<file path="src/rtl/muldiv_ctrl_pkg.sv">
// Shared encodings for the EX-stage multiply/divide sequencer: op codes, FSM states and
// pipeline/divider handshake levels.
package muldiv_ctrl_pkg;

   localparam int unsigned StallBusW = 6;
   localparam int unsigned StallEx   = 2;

   localparam logic [2:0] MulDivOpMult  = 3'b000;
   localparam logic [2:0] MulDivOpMultu = 3'b001;
   localparam logic [2:0] MulDivOpDiv   = 3'b010;
   localparam logic [2:0] MulDivOpDivu  = 3'b011;
   localparam logic [2:0] MulDivOpMthi  = 3'b100;
   localparam logic [2:0] MulDivOpMtlo  = 3'b101;

   localparam logic Stop           = 1'b1;
   localparam logic NoStop         = 1'b0;
   localparam logic DivStart       = 1'b1;
   localparam logic DivStop        = 1'b0;
   localparam logic DivResultReady = 1'b1;

   localparam logic [31:0] ZeroWord = 32'h0000_0000;

   typedef enum logic [1:0] {
      StIdle,
      StMulBusy,
      StDivBusy,
      StDone
   } state_e;

   // mult/multu/div/divu all have op[2] clear; mthi/mtlo set it.
   function automatic logic is_arith_op(input logic [2:0] op);
      return (op[2] == 1'b0);
   endfunction

endpackage

</file>
<file path="src/rtl/hilo_reg.sv">
// Architectural HI/LO register pair with independent write enables.
module hilo_reg
   import muldiv_ctrl_pkg::*;
(
   input  logic        clk,
   input  logic        rst,
   input  logic        hi_we_i,
   input  logic [31:0] hi_wdata_i,
   input  logic        lo_we_i,
   input  logic [31:0] lo_wdata_i,
   output logic [31:0] hi_o,
   output logic [31:0] lo_o
);

   logic [31:0] hi_q;
   logic [31:0] lo_q;

   always_ff @(posedge clk or posedge rst) begin
      if (rst) begin
         hi_q <= ZeroWord;
         lo_q <= ZeroWord;
      end else begin
         if (hi_we_i) hi_q <= hi_wdata_i;
         if (lo_we_i) lo_q <= lo_wdata_i;
      end
   end

   assign hi_o = hi_q;
   assign lo_o = lo_q;

endmodule

</file>
<file path="src/rtl/muldiv_ctrl.sv">
// EX-stage sequencer for the iterative divider and pipelined multiplier; owns HI/LO and
// holds the pipeline until a multi-cycle result is committed.
module muldiv_ctrl
   import muldiv_ctrl_pkg::*;
#(
   parameter int unsigned MUL_LATENCY = 2,
   parameter int unsigned DIV_TIMEOUT = 40
) (
   input  logic                 clk,
   input  logic                 rst,
   input  logic [StallBusW-1:0] stall,
   input  logic                 flush,
   input  logic                 op_valid,
   input  logic [2:0]           op,
   input  logic [31:0]          src1,
   input  logic [31:0]          src2,
   output logic [31:0]          hi_o,
   output logic [31:0]          lo_o,
   output logic                 stallreq_for_muldiv,
   output logic                 busy,
   output logic [31:0]          div_opdata1_o,
   output logic [31:0]          div_opdata2_o,
   output logic                 div_start_o,
   output logic                 signed_div_o,
   output logic                 div_annul_o,
   input  logic [63:0]          div_result_i,
   input  logic                 div_ready_i,
   output logic [31:0]          mul_ina,
   output logic [31:0]          mul_inb,
   output logic                 mul_signed_o,
   input  logic [63:0]          mul_result_i
);

   localparam int unsigned    ToW     = $clog2(DIV_TIMEOUT + 1);
   localparam logic [3:0]     MulLoad = 4'(MUL_LATENCY);
   localparam logic [ToW-1:0] ToLast  = ToW'(DIV_TIMEOUT - 1);

   state_e         state_q;
   logic [3:0]     mul_cnt_q;
   logic [ToW-1:0] to_cnt_q;
   logic [63:0]    res_q;
   logic [31:0]    mul_ina_q, mul_inb_q, div_op1_q, div_op2_q;
   logic           mul_signed_q, signed_div_q, div_start_q, div_annul_q;

   logic           is_idle, commit, hi_we, lo_we;
   logic [31:0]    hi_wdata, lo_wdata;
   logic           unused_stall;

   assign unused_stall = ^{stall[StallBusW-1:StallEx+1], stall[StallEx-1:0]};

   always_comb begin
      is_idle  = (state_q == StIdle);
      commit   = (state_q == StDone) && !flush && (stall[StallEx] == NoStop);
      hi_we    = commit || (is_idle && op_valid && !flush && (op == MulDivOpMthi));
      lo_we    = commit || (is_idle && op_valid && !flush && (op == MulDivOpMtlo));
      hi_wdata = commit ? res_q[63:32] : src1;
      lo_wdata = commit ? res_q[31:0]  : src1;
      stallreq_for_muldiv = !rst && ((is_idle && op_valid && is_arith_op(op)) ||
                                     (state_q == StMulBusy) || (state_q == StDivBusy));
   end

   always_ff @(posedge clk or posedge rst) begin
      if (rst) begin
         state_q      <= StIdle;
         mul_cnt_q    <= '0;
         to_cnt_q     <= '0;
         res_q        <= '0;
         mul_ina_q    <= ZeroWord;
         mul_inb_q    <= ZeroWord;
         div_op1_q    <= ZeroWord;
         div_op2_q    <= ZeroWord;
         mul_signed_q <= 1'b0;
         signed_div_q <= 1'b0;
         div_start_q  <= DivStop;
         div_annul_q  <= 1'b0;
      end else if (flush) begin
         state_q      <= StIdle;
         res_q        <= '0;
         mul_ina_q    <= ZeroWord;
         mul_inb_q    <= ZeroWord;
         div_op1_q    <= ZeroWord;
         div_op2_q    <= ZeroWord;
         mul_signed_q <= 1'b0;
         signed_div_q <= 1'b0;
         div_start_q  <= DivStop;
         div_annul_q  <= (state_q == StDivBusy);
      end else begin
         div_annul_q <= 1'b0;
         unique case (state_q)
            StIdle: begin
               if (op_valid) begin
                  case (op)
                     MulDivOpMult, MulDivOpMultu: begin
                        mul_ina_q    <= src1;
                        mul_inb_q    <= src2;
                        mul_signed_q <= ~op[0];
                        mul_cnt_q    <= MulLoad;
                        state_q      <= StMulBusy;
                     end
                     MulDivOpDiv, MulDivOpDivu: begin
                        div_op1_q    <= src1;
                        div_op2_q    <= src2;
                        signed_div_q <= ~op[0];
                        div_start_q  <= DivStart;
                        to_cnt_q     <= '0;
                        state_q      <= StDivBusy;
                     end
                     default: ;
                  endcase
               end
            end
            StMulBusy: begin
               mul_cnt_q <= mul_cnt_q - 4'd1;
               if (mul_cnt_q == 4'd1) begin
                  res_q   <= mul_result_i;
                  state_q <= StDone;
               end
            end
            StDivBusy: begin
               if (div_ready_i == DivResultReady) begin
                  res_q       <= div_result_i;
                  div_start_q <= DivStop;
                  state_q     <= StDone;
               end else if (to_cnt_q == ToLast) begin
                  // Divider never answered: abandon without touching HI/LO.
                  div_annul_q  <= 1'b1;
                  div_start_q  <= DivStop;
                  div_op1_q    <= ZeroWord;
                  div_op2_q    <= ZeroWord;
                  signed_div_q <= 1'b0;
                  state_q      <= StIdle;
               end else begin
                  to_cnt_q <= to_cnt_q + 1'b1;
               end
            end
            StDone: begin
               // op_valid is deliberately ignored here so a held instruction is not re-run.
               if (stall[StallEx] == NoStop) begin
                  mul_ina_q    <= ZeroWord;
                  mul_inb_q    <= ZeroWord;
                  div_op1_q    <= ZeroWord;
                  div_op2_q    <= ZeroWord;
                  mul_signed_q <= 1'b0;
                  signed_div_q <= 1'b0;
                  state_q      <= StIdle;
               end
            end
            default: state_q <= StIdle;
         endcase
      end
   end

   assign busy          = (state_q != StIdle);
   assign mul_ina       = mul_ina_q;
   assign mul_inb       = mul_inb_q;
   assign mul_signed_o  = mul_signed_q;
   assign div_opdata1_o = div_op1_q;
   assign div_opdata2_o = div_op2_q;
   assign signed_div_o  = signed_div_q;
   assign div_start_o   = div_start_q;
   assign div_annul_o   = div_annul_q;

   hilo_reg u_hilo (
      .clk        (clk),
      .rst        (rst),
      .hi_we_i    (hi_we),
      .hi_wdata_i (hi_wdata),
      .lo_we_i    (lo_we),
      .lo_wdata_i (lo_wdata),
      .hi_o       (hi_o),
      .lo_o       (lo_o)
   );

endmodule

</file>
<file path="config.mk">
export PLATFORM = sky130hd
export DESIGN_NAME = muldiv_ctrl
export DESIGN_NICKNAME = d
export VERILOG_FILES = /design/src/rtl/muldiv_ctrl_pkg.sv /design/src/rtl/hilo_reg.sv /design/src/rtl/muldiv_ctrl.sv
export SDC_FILE = /design/constraint.sdc
export NUM_CORES = 1
export LEC_CHECK = 0
export CORE_MARGIN = 10
export CORE_UTILIZATION = 25
export CTS_BUF_LIST = sky130_fd_sc_hd__clkbuf_2
export CTS_CLUSTER_SIZE = 10
export DETAILED_ROUTE_END_ITERATION = 16
export GPL_TIMING_DRIVEN = 0
export PLACE_DENSITY = 0.52
export SYNTH_ARGS = -nofsm -noshare
export SYNTH_HDL_FRONTEND = slang
export SYNTH_SLANG_ARGS = --single-unit
export TNS_END_PERCENT = 30
</file>
<file path="constraint.sdc">
create_clock -name clk -period 13.37 [get_ports clk]
set_input_delay 2.674 -clock clk [delete_from_list [all_inputs] [get_ports clk]]
set_output_delay 2.674 -clock clk [all_outputs]
set_load 0.005 [all_outputs]
</file>
==> results of run 1 <==
## per-layer routing
layer  wire length (µm)  share of wire [%]  global-route usage (%)  vias up
met4                797                1.6                    5.07        2
met3               3850                7.6                    5.83       55
met5                 13              0.026                       0        -
met2              24400                 48                    28.1      375
li1                   -                  -                       -     4964
met1              21800                 43                    20.4     5135
## cells in the final DEF (no fill, tap or decap), types with 4 or more instances in the layout
master | synthesis | final
buf_6 | 25 | 25
nor3_1 | 4 | 4
nand2_1 | 265 | 265
buf_1 | 5 | 5
a22o_1 | 67 | 67
buf_4 | 4 | 4
mux2_2 | 62 | 62
o21ai_0 | 43 | 43
clkdlybuf4s50_1 | 0 | 397
clkbuf_1 | 31 | 31
clkinv_1 | 0 | 11
dfrtp_1 | 272 | 272
a21oi_1 | 74 | 74
nor2_1 | 6 | 6
inv_1 | 77 | 76
buf_2 | 16 | 16
clkbuf_2 | 0 | 111
o21ai_1 | 30 | 30
nand3_1 | 5 | 5
mux2i_1 | 130 | 130
a31oi_1 | 5 | 5
## cells by family after synthesis
family	count (synthesis)	synth area share, %
AO/OA/AOI/OAI	234	12.0
adder cells (fa/ha/maj)	3	0.302
buffers and inverters	158	6.55
flip-flops	272	54.7
multiplexers	195	16.3
AND/OR/NAND/NOR	302	10.1
## worst max path at each step
stage	startpoint	end	slack [ns]	cells past startpoint
finish	rst	stallreq_for_muldiv	5.77	5
global route	rst	stallreq_for_muldiv	5.56	5
CTS	rst	stallreq_for_muldiv	5.63	5
detailed placement	rst	stallreq_for_muldiv	5.64	5
global placement	rst	stallreq_for_muldiv	-2.28	4
floorplan	rst	stallreq_for_muldiv	1.66	2
## worst min-delay path: stages, from the launching register on
cell	delay [ns]
dfrtp_1	0.36
nand2_1	0.05
o21ai_0	0.06
## flip-flops by register name (all words and copies together) (netlist names)
signal,cells
state_q,2
div_opdata1_o,32
div_annul_o,1
div_start_o,1
res_q,64
mul_cnt_q,4
mul_signed_o,1
u_hilo.lo_o,32
to_cnt_q,6
div_opdata2_o,32
u_hilo.hi_o,32
signed_div_o,1
mul_inb,32
mul_ina,32
## cell type report
| type | instances | area (µm²) | share of cell area [%] |
|---|---|---|---|
| antenna | 1 | 2.50 | 0.0139 |
| buffer | 81 | 527 | 2.93 |
| clock buffer | 111 | 556 | 3.09 |
| clock inverter | 20 | 120 | 0.668 |
| inverter | 77 | 297 | 1.65 |
| multi-input combinational | 734 | 4830 | 26.8 |
| sequential | 272 | 6810 | 37.8 |
| tap | 664 | 831 | 4.62 |
| timing repair buffer | 399 | 4030 | 22.4 |
## stage by stage
stage / hold WS, ns / utilization [%]
6_report: 0.444 / 36.7
5_1_grt: 0.437 / 36.7
4_1_cts: 0.425 / 36.7
3_5_place_dp: 0.462 / 35.3
3_3_place_gp: 0.458 / 35.2
2_1_floorplan: 0.443 / -
## power groups by stage
| stage | clock network [mW] | logic [mW] | registers, mW |
|---|---|---|---|
| 2_1_floorplan | 0 | 0.510 | 1.26 |
| 3_3_place_gp | 0 | 1.17 | 1.26 |
| 3_5_place_dp | 0 | 1.18 | 1.27 |
| 4_1_cts | 0.658 | 1.19 | 1.26 |
| 5_1_grt | 0.702 | 1.26 | 1.29 |
| 6_report | 0.619 | 1.15 | 1.25 |
==> results.md, run 1 <==
* Status: complete, no violations
* Gr ovfl total at 0
* Setup TNS at 0 ns
* WP buf/inv at 4
* Crit path largest cell delay at 0.51 ns
* R2R cell count at 8
* GPL Wtd Cong at 0.868
* Post-route setup slack at 5.77 ns
* Port Buffers at 397
* Hold-critical path depth at 2
* Async set-reset flop share out of synthesis at 100%
* Final instance area at 0.0180 mm²
* Largest cells by area after synthesis: dfrtp_1 (55%), mux2i_1 (10%), nand2_1 (8.0%)
* Layout cell share with drive strength beyond 1 at 14.1%
* GRT Util Overall at 17.0%
* Slew @ Worst Pin at 0.888 ns
* Synth cell types at 46
* CP arrival at 4.93 ns
* Max Cap Viol at 0
* RSZ-0062 raised after global routing: no
* Final Max Slew Viols at 0
* Slew headroom at 40.8%
* Placed Area at 0.0173 mm²
* Vias at 10,500
* Hold Path End: u_hilo.lo_o[20]
* Pint at 1.97 mW
* Worst path cell trace: clkdlybuf4s50_1 > inv_8 > buf_16 > and3_1 > clkdlybuf4s50_1
* Synth Cell Area at 0.0124 mm²
* CORE AREA at 0.0491 mm²
* Count leader, synth: dfrtp_1
* CTS resizes at 0
* Nets at 1,855
* Total Wirelength at 50,900 µm
* Yosys warning total at 0
* CP most frequent cell: clkdlybuf4s50_1
* Flops & latches, synth at 272
* DR WL/cell at 21.6 µm
* Clock Skew at 0.0618 ns
* Clock slew at reported path FFs at 0.10 ns
* Starting Density at 25.4%
* Comb power frac at 38.1%
* CTS tree: done
* Proportion of netlist area held by the largest area contributor at 54.7%
* Iteration-0 DRC Markers at 454
* Worst-skew pair later-pin latency at 0.99 ns
* CTS Buf Count at 81
* RR Endpoint: res_q[38]
* Fin. Hold Viols at 0
* Critical-path top delay cell: clkdlybuf4s50_1
* Die boundary width at 243 µm
* EDFF count, synth at 0
* Placed insts at 2,227
* Seq/Total Area, Yosys at 54.7%
* Fill count at 5,154
* # IOs at 404
* Flop2flop setup slack at 10.60 ns
* Synth Instances at 1,164
* F_max at 132 MHz
* Pin count of the biggest net entering global routing at 118
* Critical path class: in -> out
* Avg Synthesized Cell Area at 10.7 µm²
* Initial antenna violation count at 3
* Die ar. at 0.0591 mm²
* DRT antenna net count at 0
* CP required at 10.70 ns
* Final non-filler cell total at 2,359
* Post-CTS Hold Fix Bufs at 0
* RR Startpoint: state_q[0]
* Period utilisation layout at 56.9%
* Overall Power at 3.02 mW
* Clock Power Share at 20.5%
* CTS HTree Levels at 3
* Vias in the first global route at 11,400
* Minimum clock period at 7.60 ns
* Delay-heaviest family, CP: buffers and inverters
* Most used DFF post-synth: dfrtp_1
* Hold crit path type: reg -> reg
* Dpl hpwl at 38,000 µm
* Die height at 243 µm
* 1st-pass router iterations at 4
* Root buffer cell: clkbuf_2
* First-pass GRT wire length at 75,400 µm
* DRC viols at 0
* Max clock buf depth at 3
* CP Capture Type: output pin
* Syn nets at 1,373
* Power share of the sequential group at 41.5%
* Pwr Density at 168 mW/mm²
* Post-synth top cells: dfrtp_1 (272), nand2_1 (265), mux2i_1 (130)
* Synth area leader: dfrtp_1
* Site Rows at 81
* Worst hold start: res_q[20]
* Setup Buffers After CTS at 0
* Max IR drop VDD at 0.0584 mV
* Via-per-instance ratio at 4.46
* Pleak at 8.20 nW
* NetSw at 1.06 mW
* Setup-failing EPs final at 0
* Switching share of power at 34.9%
* Clock sink count at 272
* Max FO, Critical Path at 117
* DP Worst Slack at 5.64 ns
* Crit start category: primary input
* Area Growth Syn to Fin at 44.5%
Power figures use the tool's default switching activity.
==> run 2: changes to the inputs <==
Settings changed: PLACE_DENSITY 0.52 to 0.53.
Clock period 13.37 ns to 6.2 ns, I/O delays scaled along.
==> run 2 against run 1 <==
  * Clock skew is 0.0092 ns higher
  * Die area stayed put
  * Wire length is 0.32% higher
  * Register-to-register slack worse by 7.1 ns
  * Clock power is 130% higher
  * Hold slack better by 0.0016 ns
  * Count of clock-buffer cells in the layout is 2 lower
  * Final cell count is 0.25% higher
  * Via count is 0.52% higher
  * Sequential share of layout area is 0.25 points lower
  * Critical path type unchanged
==> results.md, run 2 (synthesis gave the netlist of run 1 again) <==
* Status: complete, no violations
* Fin. Hold Viols at 0
* Root buffer cell: clkbuf_2
* DRT antenna net count at 0
* F_max at 224 MHz
* Vias in the first global route at 11,600
* Max reg flops at 64
* Final non-filler cell total at 2,365
* Dpl hpwl at 38,800 µm
* Worst-skew pair later-pin latency at 1.02 ns
* Clock Skew at 0.0709 ns
* Max FO, Critical Path at 36
* Slew @ Worst Pin at 0.835 ns
* Crit path largest cell delay at 0.50 ns
* Total Wirelength at 51,000 µm
* Minimum clock period at 4.46 ns
* DRC viols at 0
* Iteration-0 DRC Markers at 453
* Area Growth Syn to Fin at 45.5%
* Gr ovfl total at 0
* Die boundary width at 243 µm
* Hold crit path type: reg -> reg
* CTS resizes at 0
* CORE AREA at 0.0491 mm²
* Most common cell after layout, fill and taps aside: clkdlybuf4s50_1
* Clock slew at reported path FFs at 0.10 ns
* Delay-heaviest family, CP: buffers and inverters
* RSZ-0062 raised after global routing: no
* Period utilisation layout at 71.9%
* CTS HTree Levels at 3
* Max IR drop VDD at 0.118 mV
* Port Buffers at 397
* Crit start category: primary input
* Placed insts at 2,232
* Most frequent cells in the layout: clkdlybuf4s50_1 (397), dfrtp_1 (272), nand2_1 (265)
* Vias at 10,600
* Critical-path top delay cell: clkdlybuf4s50_1
* CP required at 4.96 ns
* Post-CTS Hold Fix Bufs at 0
* Die ar. at 0.0591 mm²
* # IOs at 404
* First-pass GRT wire length at 76,100 µm
* Pleak at 8.26 nW
* Top reg by flops: res_q
* CP arrival at 3.22 ns
* Final Max Slew Viols at 0
* Max clock buf depth at 3
* Fill count at 5,115
* Clock sink count at 272
* GPL Wtd Cong at 0.876
* Setup-failing EPs final at 0
* Layout cell share with drive strength beyond 1 at 14.3%
* Critical path class: in -> out
* Overall Power at 6.61 mW
* Starting Density at 25.4%
* Nets at 1,860
* Initial antenna violation count at 2
* Worst path cell trace: clkdlybuf4s50_1 > clkinvlp_4 > buf_12 > and3_1 > clkdlybuf4s50_1
* Die height at 243 µm
* WP buf/inv at 4
* DR WL/cell at 21.6 µm
* Final core occ at 36.9%
* Slew headroom at 44.4%
* Max Cap Viol at 0
* CTS tree: done
* Setup Buffers After CTS at 0
* CP most frequent cell: clkdlybuf4s50_1
* 1st-pass router iterations at 5
* CP Capture Type: output pin
* Pwr Density at 365 mW/mm²
* GRT Util Overall at 17.1%
* Via-per-instance ratio at 4.48
* Pin count of the biggest net entering global routing at 42
* Site Rows at 81
* CTS Buf Count at 81
## run 2: cell types whose count changed in the layout (fill, tap and decap cells not counted)
cell and change:
inv_8 -1, clkinv_4 -1, inv_2 +1, clkinv_2 +2, clkinvlp_4 -2, clkinv_1 +2
clkbuf_2 -2, bufinv_16 +2, buf_12 +7, buf_16 -2
## run 2: worst reg2reg max path: cells and delay by family (launching register included)
family	cells	cell delay (ns)
buf+inv	4	1.17
compound gates	1	0.24
simple gates	2	0.65
mux	1	0.20
flops	1	0.41
## run 2: layout make-up
| type | count | area, µm² | share of cell area, % |
|---|---|---|---|
| repair buffers | 404 | 4110 | 22.7 |
| well taps | 664 | 831 | 4.59 |
| diodes | 1 | 2.50 | 0.0138 |
| clock buffers | 109 | 546 | 3.01 |
| multi-input cells | 734 | 4830 | 26.6 |
| plain buffers | 81 | 527 | 2.91 |
| flip-flops and latches | 272 | 6810 | 37.6 |
| clock inverters | 23 | 170 | 0.939 |
| inverters | 77 | 293 | 1.62 |
## run 2: worst paths after layout
path,endpoint,slack (ns),start,depth (start not counted)
max,stallreq_for_muldiv,1.74,rst,5
min,u_hilo.lo_o[8],0.45,res_q[8],2
min reg2reg,u_hilo.lo_o[8],0.45,res_q[8],2
max reg2reg,res_q[30],3.49,state_q[0],8
max in group asynchronous,res_q[8],4.43,rst,5
min in group asynchronous,div_opdata2_o[23],0.60,rst,2
## run 2: report_power, final
group / internal (mW) / switching [mW] / total (mW)
combinational: 1.36 / 1.13 / 2.49
sequential: 2.37 / 0.348 / 2.72
clock: 0.595 / 0.814 / 1.41
## run 2: layer usage
metal  global-route usage (%)  share of wire, %  vias up
met2                     27.8                47      385
met1                     20.5                43     5189
met3                     6.26               8.2       45
met5                        0                 0        -
li1                         -                 -     4967
met4                     5.39               1.7        0
## run 2: stage by stage
| step | setup slack, ns | TNS [ns] | cell area [µm²] | hold slack [ns] |
|---|---|---|---|---|
| floorplan | -0.802 | -0.802 | 12500 | 0.443 |
| global placement | -4.02 | -265.73 | 17300 | 0.459 |
| detailed placement | 1.69 | 0 | 17400 | 0.467 |
| CTS | 1.68 | 0 | 18100 | 0.399 |
| global route | 1.60 | 0 | 18100 | 0.465 |
| finish | 1.74 | 0 | 18100 | 0.445 |
==> run 3: changes to the inputs <==
Settings changed: PLACE_DENSITY 0.53 to 0.52.
Clock period 6.2 ns to 4.6 ns, I/O delays scaled along.
==> run 3 against run 2 <==
  * Clock power is 28% higher
  * Hold slack worse by 0.17 ns
  * First-iteration DRC count increased by 12%
  * Non-clock buffer count up 1
  * Critical path type unchanged
==> results.md, run 3 (synthesis gave the netlist of run 1 again) <==
* Area Growth Syn to Fin at 45.5%
* CP most frequent cell: clkdlybuf4s50_1
* Most frequent cells in the layout: clkdlybuf4s50_1 (397), dfrtp_1 (272), nand2_1 (265)
* Vias at 10,600
* CTS resizes at 0
* CTS Buf Count at 80
* Max clock buf depth at 3
* Crit start category: primary input
* Layout cell share with drive strength beyond 1 at 14.4%
* Gr ovfl total at 0
* Pwr Density at 487 mW/mm²
* Status: complete, no violations
* F_max at 282 MHz
* Hold Slack at 0.270 ns
* Post-route setup slack at 1.05 ns
* Crit path largest cell delay at 0.50 ns
* Die height at 243 µm
* Power share of the sequential group at 41.5%
* CP required at 3.68 ns
* GRT Util Overall at 17.3%
* Post-CTS Hold Fix Bufs at 0
* Switching share of power at 34.7%
* DR WL/cell at 21.9 µm
* Root buffer cell: clkbuf_2
* Max reg flops at 64
* Port Buffers at 397
* Max IR drop VDD at 0.127 mV
* Critical path class: in -> out
* GPL Wtd Cong at 0.859
* CORE AREA at 0.0491 mm²
* Pint at 5.76 mW
* Dpl hpwl at 39,000 µm
* # IOs at 404
* Clock slew at reported path FFs at 0.09 ns
* RSZ-0062 raised after global routing: no
* Clock Power Share at 20.4%
* Slew headroom at 39.1%
* Die boundary width at 243 µm
* Worst-skew pair later-pin latency at 0.95 ns
* Worst path cell trace: clkdlybuf4s50_1 > clkinvlp_4 > buf_12 > and3_1 > clkdlybuf4s50_1
* Total Wirelength at 51,800 µm
* Clock sink count at 272
* Final Max Slew Viols at 0
* CP Capture Type: output pin
* 1st-pass router iterations at 5
* CP arrival at 2.63 ns
* Placed insts at 2,233
* Minimum clock period at 3.55 ns
* Iteration-0 DRC Markers at 507
* Pleak at 8.27 nW
* DP Worst Slack at 0.980 ns
* Placed Area at 0.0174 mm²
* Initial antenna violation count at 3
* Pin count of the biggest net entering global routing at 41
* Max Cap Viol at 0
* CTS tree: done
* Final non-filler cell total at 2,371
* Die ar. at 0.0591 mm²
* Nets at 1,860
* Final instance area at 0.0181 mm²
* Max FO, Critical Path at 30
* Setup Buffers After CTS at 0
* Setup-failing EPs final at 0
* Site Rows at 81
* Clock Skew at 0.0486 ns
* DRC viols at 0
* Critical-path top delay cell: clkdlybuf4s50_1
* Starting Density at 25.4%
* Period utilisation layout at 77.1%
* Via-per-instance ratio at 4.49
* NetSw at 3.06 mW
* Top reg by flops: res_q
* Vias in the first global route at 11,500
* Hold crit path type: in -> async
* Comb power frac at 38.1%
* Most common cell after layout, fill and taps aside: clkdlybuf4s50_1
* Fin. Hold Viols at 0
* DRT antenna net count at 0
* CTS HTree Levels at 3
* First-pass GRT wire length at 76,800 µm
* Slew @ Worst Pin at 0.913 ns
-- run 3: cell types whose count changed in the layout (fill, tap and decap cells not counted), sizes merged --
cell,previous run,this run
clkbuf,140,150
bufinv,3,1
inv,79,77
buf,57,58
clkinv,17,16
-- run 3: power groups by stage --
stage,registers [mW],clock network [mW],logic [mW]
global route,3.76,2.05,3.67
CTS,3.67,1.92,3.44
floorplan,3.65,0,1.48
global placement,3.68,0,3.39
detailed placement,3.70,0,3.43
finish,3.66,1.80,3.36
-- run 3: stage by stage --
stage | util [%] | total power, mW | setup TNS, ns
finish | 36.9 | 8.82 | 0
floorplan | - | 5.13 | -1.76
detailed placement | 35.5 | 7.14 | 0
global placement | 35.2 | 7.07 | -615.42
CTS | 36.9 | 9.03 | 0
global route | 36.9 | 9.49 | 0
-- run 3: per-layer routing --
metal / global-route usage [%] / share of wire (%)
met5: 0 / 0.044
met4: 5.42 / 1.7
met3: 6.12 / 7.4
met2: 27.8 / 46
met1: 21.3 / 44
-- run 3: final timing paths --
| check | from | endpoint | slack, ns | cells past startpoint |
|---|---|---|---|---|
| worst min register to register | res_q[10] | u_hilo.lo_o[10] | 0.45 | 2 |
| worst min-delay path | rst | div_opdata2_o[27] | 0.27 | 2 |
| max in group asynchronous | rst | res_q[9] | 3.21 | 5 |
| min in group clk | res_q[10] | u_hilo.lo_o[10] | 0.45 | 2 |
| worst max-delay path | rst | stallreq_for_muldiv | 1.05 | 5 |
| worst max register to register | state_q[0] | res_q[32] | 1.75 | 8 |
-- run 3: area by class of cell --
cell class	instances	area (µm²)
fill	5068	30900
sequential	272	6810
multi-input combinational	734	4830
timing repair buffer	405	4130
tap	664	831
clock buffer	119	596
buffer	81	527
inverter	77	293
clock inverter	18	93.8
antenna	1	2.50
-- run 3: critical path: cells and delay by family --
kind / cells / cell delay [ns]
buf+inv: 4 / 1.51
simple gates: 1 / 0.18
